<file path="src/rtl/blackjack_round_ctrl_pkg.sv">
// Shared types and constants for the blackjack round sequencer.
package blackjack_round_ctrl_pkg;

    typedef enum logic [3:0] {
        StIdle    = 4'd0,
        StDealP1  = 4'd1,
        StDealD1  = 4'd2,
        StDealP2  = 4'd3,
        StDealD2  = 4'd4,
        StPTurn   = 4'd5,
        StPDraw   = 4'd6,
        StDCheck  = 4'd7,
        StDDraw   = 4'd8,
        StResolve = 4'd9,
        StDone    = 4'd10
    } state_t;

    localparam logic [1:0] RES_NONE   = 2'd0;
    localparam logic [1:0] RES_PLAYER = 2'd1;
    localparam logic [1:0] RES_DEALER = 2'd2;
    localparam logic [1:0] RES_PUSH   = 2'd3;

    localparam logic [4:0] BUST_LIMIT = 5'd21;
    localparam logic [4:0] ACE_BONUS  = 5'd10;
    localparam logic [3:0] CARD_MIN   = 4'd1;
    localparam logic [3:0] CARD_MAX   = 4'd10;

    function automatic logic is_draw_state(input state_t s);
        return (s == StDealP1) || (s == StDealD1) || (s == StDealP2) || (s == StDealD2) ||
               (s == StPDraw) || (s == StDDraw);
    endfunction

    function automatic logic card_legal(input logic [3:0] v);
        return (v >= CARD_MIN) && (v <= CARD_MAX);
    endfunction

endpackage

</file>
<file path="src/rtl/blackjack_round_ctrl_hand_accum.sv">
// One hand: hard total, ace flag, and the derived effective total / bust flag.
module hand_accum
    import blackjack_round_ctrl_pkg::*;
(
    input  logic       clock,
    input  logic       reset,
    input  logic       clear,
    input  logic       add,
    input  logic [3:0] value,
    output logic [4:0] hard,
    output logic [4:0] eff,
    output logic       bust
);

    logic [4:0] hard_q;
    logic       has_ace_q;

    always_ff @(posedge clock) begin
        if (reset || clear) begin
            hard_q    <= 5'd0;
            has_ace_q <= 1'b0;
        end else if (add) begin
            hard_q <= hard_q + {1'b0, value};
            if (value == CARD_MIN) begin
                has_ace_q <= 1'b1;
            end
        end
    end

    // An ace counts as 11 only while that keeps the hand at or under the limit.
    assign hard = hard_q;
    assign eff  = (has_ace_q && (hard_q <= (BUST_LIMIT - ACE_BONUS))) ? hard_q + ACE_BONUS
                                                                      : hard_q;
    assign bust = hard_q > BUST_LIMIT;

endmodule

</file>
<file path="src/rtl/blackjack_round_ctrl.sv">
// Round sequencer: deal order, player turn, dealer auto-draw and result resolution.
module blackjack_round_ctrl
    import blackjack_round_ctrl_pkg::*;
#(
    parameter int unsigned DEALER_STAND = 17
) (
    input  logic       clock,
    input  logic       reset,
    input  logic       start,
    input  logic       hit,
    input  logic       stand,
    input  logic       card_valid,
    input  logic [3:0] card_in,
    output logic       draw_req,
    output logic [4:0] player_total,
    output logic [4:0] dealer_total,
    output logic [1:0] result,
    output logic       done,
    output logic [3:0] state
);

    state_t     state_q;
    state_t     state_d;
    logic       accept;
    logic       round_start;
    logic       p_add;
    logic       d_add;
    logic [4:0] p_hard;
    logic [4:0] p_eff;
    logic       p_bust;
    logic [4:0] d_hard;
    logic [4:0] d_eff;
    logic       d_bust;
    logic [4:0] p_hard_next;
    logic       d_stands;
    logic [1:0] res_calc;
    logic       unused_dealer_hard;

    assign accept      = draw_req && card_valid && card_legal(card_in);
    assign round_start = start && ((state_q == StIdle) || (state_q == StDone));
    assign p_add       = accept && ((state_q == StDealP1) || (state_q == StDealP2) ||
                                    (state_q == StPDraw));
    assign d_add       = accept && ((state_q == StDealD1) || (state_q == StDealD2) ||
                                    (state_q == StDDraw));
    assign p_hard_next = p_hard + {1'b0, card_in};
    assign d_stands    = 32'(d_eff) >= DEALER_STAND;

    assign unused_dealer_hard = ^d_hard;

    hand_accum u_player (
        .clock (clock),
        .reset (reset),
        .clear (round_start),
        .add   (p_add),
        .value (card_in),
        .hard  (p_hard),
        .eff   (p_eff),
        .bust  (p_bust)
    );

    hand_accum u_dealer (
        .clock (clock),
        .reset (reset),
        .clear (round_start),
        .add   (d_add),
        .value (card_in),
        .hard  (d_hard),
        .eff   (d_eff),
        .bust  (d_bust)
    );

    always_comb begin
        state_d = state_q;
        case (state_q)
            StIdle, StDone: if (round_start) state_d = StDealP1;
            StDealP1:       if (accept) state_d = StDealD1;
            StDealD1:       if (accept) state_d = StDealP2;
            StDealP2:       if (accept) state_d = StDealD2;
            StDealD2:       if (accept) state_d = StPTurn;
            StPTurn: begin
                // Stand takes priority when both buttons land in the same cycle.
                if (stand) begin
                    state_d = StDCheck;
                end else if (hit) begin
                    state_d = StPDraw;
                end
            end
            StPDraw: begin
                if (accept) begin
                    state_d = (p_hard_next <= BUST_LIMIT) ? StPTurn : StResolve;
                end
            end
            StDCheck:  state_d = d_stands ? StResolve : StDDraw;
            StDDraw:   if (accept) state_d = StDCheck;
            StResolve: state_d = StDone;
            default:   state_d = StIdle;
        endcase
    end

    always_comb begin
        res_calc = RES_PUSH;
        if (p_bust) begin
            res_calc = RES_DEALER;
        end else if (d_bust) begin
            res_calc = RES_PLAYER;
        end else if (p_eff > d_eff) begin
            res_calc = RES_PLAYER;
        end else if (d_eff > p_eff) begin
            res_calc = RES_DEALER;
        end
    end

    always_ff @(posedge clock) begin
        if (reset) begin
            state_q  <= StIdle;
            draw_req <= 1'b0;
            result   <= RES_NONE;
            done     <= 1'b0;
        end else begin
            state_q  <= state_d;
            draw_req <= is_draw_state(state_d);
            done     <= (state_d == StDone);
            if (round_start) begin
                result <= RES_NONE;
            end else if (state_q == StResolve) begin
                result <= res_calc;
            end
        end
    end

    assign player_total = p_eff;
    assign dealer_total = d_eff;
    assign state        = state_q;

endmodule

</file>
<file path="config.mk">
export PLATFORM = sky130hd
export DESIGN_NAME = blackjack_round_ctrl
export DESIGN_NICKNAME = d
export VERILOG_FILES = /design/src/rtl/blackjack_round_ctrl_pkg.sv /design/src/rtl/blackjack_round_ctrl_hand_accum.sv /design/src/rtl/blackjack_round_ctrl.sv
export SDC_FILE = /design/constraint.sdc
export NUM_CORES = 1
export LEC_CHECK = 0
export ABC_CLOCK_PERIOD_IN_PS = 4660
export CORE_UTILIZATION = 58
export DETAILED_ROUTE_END_ITERATION = 10
export PLACE_DENSITY = 0.85
export SLEW_MARGIN = 40
export SYNTH_ARGS = -nofsm -noshare
export SYNTH_HDL_FRONTEND = slang
export SYNTH_SLANG_ARGS = --single-unit
</file>
<file path="constraint.sdc">
create_clock -name clock -period 4.66 [get_ports clock]
set_clock_uncertainty 0.05 [all_clocks]
set_input_delay 0.932 -clock clock [delete_from_list [all_inputs] [get_ports clock]]
set_output_delay 0.932 -clock clock [all_outputs]
set_load 0.005 [all_outputs]
</file>
==> results.yml <==
global_route:
  met1_usage: 0.391
  top_usage_layer: "met1"
  grt_max_degree: 18
  grt_pass1_wl_um: 6730
  track_usage: 0.260
  grtUsageMet3: 0.0268
  met2_usage: 0.389
  antenna_found_initial: 0
  grt_pass1_vias: 1470
  overflow: 0
timing:
  finalHoldViolCount: 0
  fin_ws_ps: 1200
  worst_slew_pin_slew_ps: 590
  slew-limit-headroom: 0.606
  finalCriticalPeriod_ps: 3460
  rsz0062_at_grt: "no"
  finalSetupTns_ps: 0
  fmax_ghz: 0.289
  setup_viol: 0
  period_share: 0.743
  report.final.slew_viol_count: 0
critical_path:
  cp-end-kind: "primary output"
  critPathArrivalTime_ps: 2480
  reg2reg_to: "result[0]"
  reg2reg_from: "u_player.hard[2]"
  worstPathRequired_ps: 3680
  r2r_setup_slack_ps: 1500
  cp-start-kind: "register"
  crit_type: "register to primary output"
  startpoint: "u_player.hard[2]"
  crit_path_max_fanout: 8
  r2r_cells: 15
place:
  placedCellCount: 278
  place_hpwl_um: 3040
  gp_congestion: 0.909
  portBuffers: 27
  pre_cts_slack_ps: 974
min_path:
  holdPathEnd: "result[1]"
  hold_class: "register to register"
  min_path_cells: 2
  hold_start: "result[1]"
detailed_routing:
  dr.first_iter.drc_count: 123
  drc: 2
  wl_per_cell_um: 13.9
  ant_nets: 0
  drt-total-wl_um: 3900
  drt_pass1_iterations: 7
  vias_per_cell: 6.08
  vias: 1708
final_layout:
  fin_cells: 281
  fin_util: 0.732
  n_antenna_cell: 0
  final_nets: 283
  drive_gt1_frac: 0.0760
  area_growth_pct: 15.2
clock_tree:
  cts_buffer_depth: 2
  clk-insertion-delay-late_ps: 310
  numCtsBuffers: 3
  cts_max_level: 1
  cts-root-buf: "clkbuf_4"
  post-cts-setup-buffer-count: 0
  path_clk_slew_ps: 120
  clock-sinks: 20
  cts_tree: "built"
  hold_buffers: 0
  cts_resized: 0
power_and_ir_drop:
  p_per_area_nw_per_um2: 156
  power_uw: 327
  peakVddDrop_v: 0.000130
  p_leak_nw: 0.755
die:
  dieArea_um2: 3350
  initial_core_util: 0.635
  die_y_um: 57.9
  rows: 19
  die_width_um: 57.9
  coreArea_um2: 2850
  ioPinCount: 28
synthesis:
  yosysWarnings: 0
  syn_nets: 261
  netlist_area_um2: 1810
  ys.flop_type: "dfxtp_1"
  synth.distinct_cells: 55
  synthCells: 230
  ys_seq_area_frac: 0.221
  synth_edf_count: 0
  synth-seq-cells: 20
  syn_area_per_cell_um2: 7.88
  async_flop_share: 0
job:
  max-cap-violations: 0
status:
  status: "finished with violations"
  violations: "design-rule violations"
-- power by group --
group	internal, mW	switching, mW	total [mW]
registers	0.174	0.00692	0.181
logic	0.0297	0.0311	0.0608
clock network	0.0303	0.0547	0.0850
-- critical path, stage by stage (launching register included) --
cell and delay [ps]:
dfxtp_1 480, inv_1 100, ha_1 200, a31oi_1 150, o21ai_0 130, or2_2 340, o21ai_0 230, clkdlybuf4s50_1 540
-- registers in the layout (all words and copies together), names as in the netlist --
register / cells
u_dealer.has_ace_q: 1
result: 2
u_dealer.hard: 5
draw_req: 1
done: 1
u_player.hard: 5
state: 4
u_player.has_ace_q: 1
-- worst max path at each step --
| stage | end | slack (ps) |
|---|---|---|
| floorplan | draw_req | 1780 |
| global placement | draw_req | 1050 |
| detailed placement | draw_req | 970 |
| CTS | player_total[2] | 1220 |
| global route | player_total[1] | 1020 |
| finish | player_total[2] | 1200 |
-- layout make-up --
type | count | area, um2
clock buffer | 3 | 22.5
timing repair buffer | 27 | 270
fill | 242 | 766
multi-input combinational | 181 | 1280
tap | 31 | 38.8
sequential | 20 | 400
inverter | 19 | 71.3
-- per-layer routing --
layer  wire [um]  share of wire
met3         232          0.060
met2        1700           0.44
met5           0              0
met4          54          0.014
met1        1910           0.49
-- logic make-up (layout without fill, tap and decap cells) --
kind of cell,count (synthesis),after routing,synth area share
buffers and inverters,29,49,0.0704
DFF,20,20,0.221
xor gates and xnor gates,11,11,0.0532
AOI/OAI and AO/OA,67,67,0.258
adders and majority gates,22,22,0.160
and+or+nand+nor,77,77,0.215
muxes,4,4,0.0228
-- synthesized netlist by cell type, types with 2 or more instances --
cell	instances	area [um2]
xnor2_1	7	61.3
nor3_1	4	20.0
a21o_1	3	22.5
mux2i_1	3	30.0
nand3_1	3	15.0
dfxtp_1	20	400
fa_1	2	40.0
nand2_1	9	33.8
o22ai_1	2	12.5
nor2b_1	5	31.3
and3_1	2	12.5
ha_1	19	238
inv_1	19	71.3
xor2_1	4	35.0
nand2b_1	6	37.5
clkbuf_1	4	15.0
a31oi_1	7	43.8
buf_2	3	15.0
o31ai_1	2	15.0
or2_2	3	18.8
o41ai_1	2	17.5
nor2_1	34	128
o21a_1	4	30.0
o21ai_0	12	60.1
a21oi_1	17	85.1
a311oi_1	3	26.3
buf_4	2	15.0
nor4_1	2	12.5
-- layout by cell type, fill, tap and decap left out, types with 4 or more instances in the layout --
cell type and n:
a21oi_1 17, a31oi_1 7, clkdlybuf4s50_1 27, dfxtp_1 20
ha_1 19, inv_1 19, nand2_1 9, nand2b_1 6
nor2_1 34, nor2b_1 5, nor3_1 4, o21a_1 4
o21ai_0 12, xnor2_1 7, xor2_1 4
-- stage by stage --
| stage | hold slack, ps | cell area, um2 |
|---|---|---|
| after floorplan | 380 | 1810 |
| after CTS | 450 | 2090 |
| after global placement | 425 | 2060 |
| after global routing | 510 | 2090 |
| final | 445 | 2090 |
| after detailed placement | 434 | 2060 |
Note: power is estimated with default switching activity, not from simulation.
